==> src/rtl/dac_ctrl_pkg.sv <==
// Shared definitions for the DAC ramp scheduler.
//   - Command op encodings as carried on req_op.
//   - Ramp FSM state encoding.
//   - Default DAC code and command amount widths.
//   - Saturating add/subtract helper used for target updates.
package dac_ctrl_pkg;

  localparam int unsigned DAC_W_DEF = 12;
  localparam int unsigned AMT_W_DEF = 8;

  typedef enum logic [1:0] {
    OP_ON  = 2'b00,
    OP_INC = 2'b01,
    OP_DEC = 2'b10,
    OP_OFF = 2'b11
  } op_e;

  typedef enum logic [1:0] {
    ST_IDLE  = 2'b00,
    ST_SEND  = 2'b01,
    ST_EMERG = 2'b10
  } state_e;

  // Clamps to [0, maxv]. Operands are zero-extended into 32 bits, wide
  // enough for DAC_W + AMT_SHIFT + 1 with the default widths.
  function automatic logic [31:0] sat_step(input logic [31:0] cur,
                                           input logic [31:0] delta,
                                           input logic [31:0] maxv,
                                           input logic        dec);
    logic [32:0] sum;
    sum = {1'b0, cur} + {1'b0, delta};
    if (dec) begin
      return (delta >= cur) ? '0 : (cur - delta);
    end
    return (sum > {1'b0, maxv}) ? maxv : sum[31:0];
  endfunction

endpackage

==> src/rtl/dac_ramp_scheduler_rr_arbiter.sv <==
// Round-robin arbiter with a priority-override mask.
// Ports:
//   clk, rst_n  - clock, asynchronous active-low reset
//   req_i       - per-requester request
//   prio_i      - per-requester override; any requesting override wins,
//                 lowest index first, and leaves the pointer untouched
//   grant_o     - one-hot combinational grant (zero when no request)
module rr_arbiter #(
  parameter int unsigned NUM_REQ = 3
) (
  input  logic               clk,
  input  logic               rst_n,
  input  logic [NUM_REQ-1:0] req_i,
  input  logic [NUM_REQ-1:0] prio_i,
  output logic [NUM_REQ-1:0] grant_o
);

  localparam int unsigned IDX_W = (NUM_REQ > 1) ? $clog2(NUM_REQ) : 1;

  logic [IDX_W-1:0] ptr_q;
  logic [IDX_W-1:0] ptr_d;
  logic [IDX_W-1:0] win_idx;
  logic             found;
  logic             prio_hit;
  logic [NUM_REQ-1:0] prio_req;

  assign prio_req = req_i & prio_i;
  assign prio_hit = |prio_req;

  // Round-robin search runs as two passes (indices at/after the pointer,
  // then the wrapped ones) so every select uses a constant index.
  always_comb begin
    grant_o = '0;
    win_idx = '0;
    found   = 1'b0;
    if (prio_hit) begin
      for (int unsigned i = 0; i < NUM_REQ; i++) begin
        if (!found && prio_req[i]) begin
          grant_o[i] = 1'b1;
          win_idx    = IDX_W'(i);
          found      = 1'b1;
        end
      end
    end else begin
      for (int unsigned i = 0; i < NUM_REQ; i++) begin
        if (!found && req_i[i] && (IDX_W'(i) >= ptr_q)) begin
          grant_o[i] = 1'b1;
          win_idx    = IDX_W'(i);
          found      = 1'b1;
        end
      end
      for (int unsigned i = 0; i < NUM_REQ; i++) begin
        if (!found && req_i[i] && (IDX_W'(i) < ptr_q)) begin
          grant_o[i] = 1'b1;
          win_idx    = IDX_W'(i);
          found      = 1'b1;
        end
      end
    end
  end

  always_comb begin
    ptr_d = ptr_q;
    if (found && !prio_hit) begin
      ptr_d = (win_idx == IDX_W'(NUM_REQ - 1)) ? '0 : (win_idx + IDX_W'(1));
    end
  end

  always_ff @(posedge clk or negedge rst_n) begin
    if (!rst_n) begin
      ptr_q <= '0;
    end else begin
      ptr_q <= ptr_d;
    end
  end

endmodule

==> src/rtl/dac_ramp_scheduler.sv <==
// Shares the ultrasonic drive DAC between NUM_REQ command sources.
// Commands (ON/INC/DEC/OFF) are arbitrated round-robin with OFF taking
// priority; the target is slewed toward in RAMP_STEP steps every
// UPDATE_DIV cycles; OFF forces an immediate write of 0.
// Ports:
//   clk, rst_n            - clock, asynchronous active-low reset
//   req_valid/req_op/
//   req_amount/req_ready  - per-requester command handshake
//   dac_data/dac_valid/
//   dac_ready             - DAC word handshake
//   enabled, target,
//   level                 - output enable, target code, last delivered code
//   cmd_drop              - pulse when INC/DEC is ignored while disabled
//   busy                  - ramp in progress or word outstanding
module dac_ramp_scheduler
  import dac_ctrl_pkg::*;
#(
  parameter int unsigned NUM_REQ    = 3,
  parameter int unsigned DAC_W      = DAC_W_DEF,
  parameter int unsigned AMT_W      = AMT_W_DEF,
  parameter int unsigned AMT_SHIFT  = 4,
  parameter int unsigned RAMP_STEP  = 64,
  parameter int unsigned UPDATE_DIV = 1000
) (
  input  logic                     clk,
  input  logic                     rst_n,
  input  logic [NUM_REQ-1:0]       req_valid,
  input  logic [2*NUM_REQ-1:0]     req_op,
  input  logic [AMT_W*NUM_REQ-1:0] req_amount,
  output logic [NUM_REQ-1:0]       req_ready,
  output logic [DAC_W-1:0]         dac_data,
  output logic                     dac_valid,
  input  logic                     dac_ready,
  output logic                     enabled,
  output logic [DAC_W-1:0]         target,
  output logic [DAC_W-1:0]         level,
  output logic                     cmd_drop,
  output logic                     busy
);

  localparam int unsigned    CNT_W      = $clog2(UPDATE_DIV);
  localparam logic [CNT_W-1:0] CNT_RELOAD = CNT_W'(UPDATE_DIV - 1);
  localparam logic [DAC_W-1:0] STEP       = DAC_W'(RAMP_STEP);
  localparam logic [31:0]      DAC_MAX32  = {{(32-DAC_W){1'b0}}, {DAC_W{1'b1}}};

  // ---------------- arbitration ----------------
  logic [NUM_REQ-1:0] off_mask;
  logic [NUM_REQ-1:0] grant;
  logic               accept;
  op_e                sel_op;
  logic [AMT_W-1:0]   sel_amt;

  always_comb begin
    off_mask = '0;
    sel_op   = OP_ON;
    sel_amt  = '0;
    for (int unsigned i = 0; i < NUM_REQ; i++) begin
      off_mask[i] = (req_op[2*i +: 2] == OP_OFF);
      if (grant[i]) begin
        sel_op  = op_e'(req_op[2*i +: 2]);
        sel_amt = req_amount[AMT_W*i +: AMT_W];
      end
    end
  end

  rr_arbiter #(
    .NUM_REQ(NUM_REQ)
  ) u_arb (
    .clk    (clk),
    .rst_n  (rst_n),
    .req_i  (req_valid),
    .prio_i (off_mask),
    .grant_o(grant)
  );

  assign req_ready = grant;
  assign accept    = |grant;

  // ---------------- command state ----------------
  logic             en_q, en_d;
  logic [DAC_W-1:0] tgt_q, tgt_d;
  logic             drop_q, drop_d;
  logic             pend_q, pend_d;
  logic             off_acc;
  logic             emerg_done;
  logic [31:0]      delta32;

  assign delta32 = 32'(sel_amt) << AMT_SHIFT;

  always_comb begin
    en_d    = en_q;
    tgt_d   = tgt_q;
    drop_d  = 1'b0;
    off_acc = 1'b0;
    if (accept) begin
      case (sel_op)
        OP_ON: en_d = 1'b1;
        OP_INC, OP_DEC: begin
          if (!en_q) begin
            drop_d = 1'b1;
          end else begin
            tgt_d = DAC_W'(sat_step(32'(tgt_q), delta32, DAC_MAX32, sel_op == OP_DEC));
          end
        end
        OP_OFF: begin
          en_d    = 1'b0;
          tgt_d   = '0;
          off_acc = 1'b1;
        end
        default: ;
      endcase
    end
    // A fresh OFF landing on the same edge as an emergency handshake keeps
    // the request pending so its own write of 0 still goes out.
    pend_d = (pend_q && !emerg_done) || off_acc;
  end

  // ---------------- update tick ----------------
  logic [CNT_W-1:0] cnt_q, cnt_d;
  logic             tick;

  assign tick  = (cnt_q == '0);
  assign cnt_d = tick ? CNT_RELOAD : (cnt_q - CNT_W'(1));

  // ---------------- ramp FSM ----------------
  state_e           state_q, state_d;
  logic [DAC_W-1:0] data_q, data_d;
  logic             valid_q, valid_d;
  logic [DAC_W-1:0] lvl_q, lvl_d;
  logic [DAC_W-1:0] diff;
  logic [DAC_W-1:0] step;
  logic [DAC_W-1:0] ramp_next;

  always_comb begin
    if (tgt_q > lvl_q) begin
      diff      = tgt_q - lvl_q;
      step      = (diff > STEP) ? STEP : diff;
      ramp_next = lvl_q + step;
    end else begin
      diff      = lvl_q - tgt_q;
      step      = (diff > STEP) ? STEP : diff;
      ramp_next = lvl_q - step;
    end
  end

  always_comb begin
    state_d    = state_q;
    data_d     = data_q;
    valid_d    = valid_q;
    lvl_d      = lvl_q;
    emerg_done = 1'b0;
    case (state_q)
      ST_IDLE: begin
        if (pend_q) begin
          state_d = ST_EMERG;
          data_d  = '0;
          valid_d = 1'b1;
        end else if (tick && (lvl_q != tgt_q)) begin
          state_d = ST_SEND;
          data_d  = ramp_next;
          valid_d = 1'b1;
        end
      end
      ST_SEND: begin
        if (dac_ready) begin
          lvl_d   = data_q;
          valid_d = 1'b0;
          state_d = ST_IDLE;
        end
      end
      ST_EMERG: begin
        if (dac_ready) begin
          lvl_d      = '0;
          valid_d    = 1'b0;
          emerg_done = 1'b1;
          state_d    = ST_IDLE;
        end
      end
      default: begin
        state_d = ST_IDLE;
        valid_d = 1'b0;
      end
    endcase
  end

  always_ff @(posedge clk or negedge rst_n) begin
    if (!rst_n) begin
      en_q    <= 1'b0;
      tgt_q   <= '0;
      drop_q  <= 1'b0;
      pend_q  <= 1'b0;
      cnt_q   <= CNT_RELOAD;
      state_q <= ST_IDLE;
      data_q  <= '0;
      valid_q <= 1'b0;
      lvl_q   <= '0;
    end else begin
      en_q    <= en_d;
      tgt_q   <= tgt_d;
      drop_q  <= drop_d;
      pend_q  <= pend_d;
      cnt_q   <= cnt_d;
      state_q <= state_d;
      data_q  <= data_d;
      valid_q <= valid_d;
      lvl_q   <= lvl_d;
    end
  end

  assign dac_data  = data_q;
  assign dac_valid = valid_q;
  assign enabled   = en_q;
  assign target    = tgt_q;
  assign level     = lvl_q;
  assign cmd_drop  = drop_q;
  assign busy      = (lvl_q != tgt_q) || valid_q;

endmodule

==> config.mk <==
export PLATFORM = sky130hd
export DESIGN_NAME = dac_ramp_scheduler
export DESIGN_NICKNAME = d
export VERILOG_FILES = /design/src/rtl/dac_ctrl_pkg.sv /design/src/rtl/dac_ramp_scheduler_rr_arbiter.sv /design/src/rtl/dac_ramp_scheduler.sv
export SDC_FILE = /design/constraint.sdc
export NUM_CORES = 1
export LEC_CHECK = 0
export CORE_MARGIN = 8
export CORE_UTILIZATION = 50
export DETAILED_ROUTE_END_ITERATION = 16
export GPL_TIMING_DRIVEN = 0
export PLACE_DENSITY_LB_ADDON = 0.25
export SYNTH_ARGS = -nofsm -noshare
export SYNTH_HDL_FRONTEND = slang
export SYNTH_SLANG_ARGS = --single-unit
==> constraint.sdc <==
create_clock -name clk -period 6.5 [get_ports clk]
set_input_delay 1.625 -clock clk [delete_from_list [all_inputs] [get_ports clk]]
set_output_delay 1.625 -clock clk [all_outputs]
set_load 0.02 [all_outputs]
==> reports/qor.txt <==
RSZ-0062 raised after global routing -> false
cells after synthesis -> 601
port buffer count -> 77
clock net sink count -> 51
Logic pwr share -> 77.5%
Clock Tree Root -> clkbuf_8
CP Cell Sequence -> inv_1 > ha_1 > fa_1 > nor2b_1 > o31a_1 > a21oi_1 > a211o_1 > o21a_1 > or3_1 > ha_1 > xnor2_1 > a22oi_1 > ha_1 > nor2b_1 > o21ai_0 > a21oi_1 > o21ai_0 > a21boi_0 > o2111a_1 > o31a_1 > o41ai_1
Reg-to-Reg End -> dac_data[10]$_DFFE_PN0P_
Tmin final -> 6.14 ns
die width -> 117 um
Initial Util -> 50.6%
# Max-Cap Violations -> 0
Bufs on Longest Clock Path -> 2
number of DRC markers in iteration 0 -> 322
actual slew at the worst max-slew pin -> 0.870 ns
drt pass-1 iters -> 7
CP endpoint -> dac_data[10]$_DFFE_PN0P_
Synth Register Bits -> 51
CTS tree -> built
Slew Limit Headroom -> 41.6%
drt total wl -> 14,400 um
post-layout util -> 61.0%
Critical Path AT -> 6.31 ns
main combinational cell family by area after synthesis -> compound AO/OA/AOI/OAI gates
worst r2r src -> target[2]$_DFFE_PN0P_
Core Rows -> 37
Chip Height -> 117 um
Post-Synth XOR/XNOR Area -> 5.39%
period utilization -> 94.4%
first-pass GRT wire length -> 23,100 um
number of buffers added for setup after CTS -> 0
Final #Nets -> 788
Ys Warns -> 0
Sequential Power Share -> 16.6%
sw power -> 1770 uW
Fin. Hold Viols -> 0
cts hold-fix bufs -> 0
TNS Setup -> 0 ns
GRT Total Usage -> 20.9%
Net Sw Frac -> 52.2%
layout cells sized above 1 -> 5.53%
ANT cells -> 0
Synth top area share -> 21.0%
H-tree depth -> 2
top cells by area, synth -> dfrtp_1, ha_1, dfstp_2, inv_1, a21oi_1
Adder-Cell Fraction of Synth Area -> 16.8%
Max FO, Critical Path -> 11
mean post-synth cell area -> 8.53 um2
initial antenna violation count -> 0
top cell type by total area after synthesis -> dfrtp_1
remaining antenna violation count after routing -> 0
Synth Area in Simple Gates -> 17.4%
WL/cell -> 17.5 um
post-synthesis mux area share -> 0.439%
Via density -> 6.01
vias -> 4,948
Worst-path clk slew -> 0.11 ns
CP most frequent cell -> ha_1
Buf+Inv Stages, Crit Path -> 1
vias in the first global route -> 4,590
Synth Net Count -> 703
worst setup path startpoint -> target[2]$_DFFE_PN0P_
Max Slew Vio Count -> 0
compound-cell area share of the yosys netlist -> 28.5%
largest net degree at the start of global routing -> 33
R2R depth -> 21
Main synth FF type -> dfrtp_1
Worst Hold Class -> reg2reg
Top delay family on crit path -> compound AO/OA/AOI/OAI gates
Mapped Area -> 5130 um2
Reg2Reg Setup Slack -> 0.36 ns
grt total ovfl -> 0
Layout area overhead -> 20.5%
slowest CP cell -> dfrtp_1
outcome -> finished, final reports clean
Crit. End Element -> flip-flop
PostCTS Resize Cnt -> 0
Sequential Area -> 1290 um2
DP Wirelength -> 11,300 um
core region area -> 10,100 um2
sequential area share after synthesis -> 25.1%
multi-input logic area -> 3520 um2
Filler cells -> 933
worst-skew pair later-pin latency -> 0.31 ns
Max Fclk -> 0.163 GHz
asr flop ratio synth -> 100%
Unique masters post-synth -> 74
crit path launch type -> flip-flop
Setup-failing EPs final -> 0
CP Class -> reg2reg
Leak Pwr -> 0.00271 uW
Worst IR Drop VDD -> 0.244 mV
max incr delay on CP -> 0.69 ns
DRC viols -> 0
IO Pins -> 79
Placer Congestion -> 0.892
Int Power -> 1620 uW
CTS Buf Count -> 5
Stages on worst setup path -> 21
Critical Path RT -> 6.67 ns
Post-synth EDFFs -> 0
Worst Skew -> 0.00687 ns
Clock Power Share -> 5.9%
Die Area -> 13,800 um2
Pwr per Cell Area -> 550 nW/um2
cells in the final DEF (no fill, tap or decap), types with 5 or more instances in the layout:
master and count:
nand2_1 45, ha_1 61, a211o_1 5, nand3_1 17
a21oi_1 34, clkdlybuf4s50_1 76, o21a_1 9, xnor2_1 17
clkbuf_8 5, a2bb2oi_1 6, o31ai_1 8, o21ai_0 27
and3_1 7, or3_1 9, a22oi_1 6, xor2_1 12
fa_1 5, dfrtp_1 43, a21o_1 8, a22o_1 18
clkbuf_1 18, nor2_1 33, o22ai_1 6, dfstp_2 8
a222oi_1 9, o21bai_1 6, inv_1 54, nand2b_1 12
o41ai_1 7, nor2b_1 9, nor3_1 17
stage by stage:
| stage | setup slack, ns | std cells | total power, uW | cell area [um2] | hold WS, ns |
|---|---|---|---|---|---|
| 3_3_place_gp | 0.286 | 814 | 3100 | 6070 | 0.451 |
| 2_1_floorplan | 1.34 | 601 | 2440 | 5130 | 0.436 |
| 4_1_cts | 0.420 | 823 | 3360 | 6180 | 0.477 |
| 5_1_grt | 0.0723 | 823 | 3670 | 6180 | 0.502 |
| 3_5_place_dp | 0.198 | 815 | 3140 | 6080 | 0.452 |
| 6_report | 0.363 | 823 | 3400 | 6180 | 0.484 |
cells in the mapped netlist, types with 4 or more instances:
master / number
a211o_1: 5
and3_1: 7
a22o_1: 18
or3_1: 9
nand3_1: 17
nor2_1: 33
nor2b_1: 9
nand3b_1: 4
nand2_1: 45
o41ai_1: 7
o31ai_1: 8
a211oi_1: 4
and2_1: 4
ha_1: 61
fa_1: 5
dfrtp_1: 43
o21ai_0: 27
a21o_1: 8
dfstp_2: 8
o21bai_1: 6
a21oi_1: 34
a2bb2oi_1: 6
inv_1: 54
nor4_1: 4
xnor2_1: 17
a22oi_1: 6
nor3_1: 17
nand2b_1: 12
xor2_1: 12
a222oi_1: 9
o22ai_1: 6
o21a_1: 9
clkbuf_1: 18
cells by family after synthesis:
kind of cell    count (synthesis)
mux                             2
simple gates                  176
fa+ha+maj                      66
flops                          51
buf+inv                        81
xor+xnor                       30
compound gates                195
metal layers:
layer	up-vias	routed length, um	global-route usage [%]	part of all wire (%)
met2	155	6810	35.0	47
met4	0	189	3.92	1.3
met1	2380	6680	28.4	46
met3	16	744	2.62	5.2
met5	-	0	0	0
li1	2397	-	-	-
power groups by stage:
stage,registers (uW),logic [uW],clock network [uW]
after CTS,562,2600,206
final,565,2630,201
after floorplan,618,1830,0
after global placement,562,2540,0
after global routing,578,2880,217
after detailed placement,567,2570,0
worst reg2reg max path, cell delays in order, from the launching register on:
cell      delay, ns
dfrtp_1        0.69
inv_1          0.29
ha_1           0.29
fa_1           0.41
nor2b_1        0.18
o31a_1         0.21
a21oi_1        0.13
a211o_1        0.41
o21a_1         0.26
or3_1          0.36
ha_1           0.29
xnor2_1        0.21
a22oi_1        0.09
ha_1           0.32
nor2b_1        0.16
o21ai_0        0.20
a21oi_1        0.13
o21ai_0        0.25
a21boi_0       0.20
o2111a_1       0.29
o31a_1         0.28
o41ai_1        0.36
registers in the layout (all words and copies together), names as in the netlist:
register and cells:
state_q 2, pend_q 1, enabled 1, target 9, level 12, cnt_q 10, cmd_drop 1, dac_valid 1
u_arb.ptr_q 2, dac_data 12
worst min path at each step:
stage | endpoint | cells after the start | slack (ns) | start
floorplan | cnt_q[0]$_DFF_PN1_ | 1 | 0.44 | cnt_q[0]$_DFF_PN1_
global placement | cnt_q[0]$_DFF_PN1_ | 1 | 0.45 | cnt_q[0]$_DFF_PN1_
detailed placement | cnt_q[0]$_DFF_PN1_ | 1 | 0.45 | cnt_q[0]$_DFF_PN1_
CTS | cnt_q[0]$_DFF_PN1_ | 1 | 0.48 | cnt_q[0]$_DFF_PN1_
global route | cnt_q[0]$_DFF_PN1_ | 1 | 0.50 | cnt_q[0]$_DFF_PN1_
finish | cnt_q[0]$_DFF_PN1_ | 1 | 0.48 | cnt_q[0]$_DFF_PN1_
cell type report:
| type | instances | area share, % |
|---|---|---|
| Sequential cell | 51 | 20.8 |
| Multi-Input combinational cell | 469 | 56.9 |
| Tap cell | 136 | 2.75 |
| Clock buffer | 5 | 1.11 |
| Inverter | 55 | 3.34 |
| Clock inverter | 3 | 0.465 |
| Timing Repair Buffer | 78 | 12.7 |
| Buffer | 26 | 1.92 |
Power figures use the tool's default switching activity.
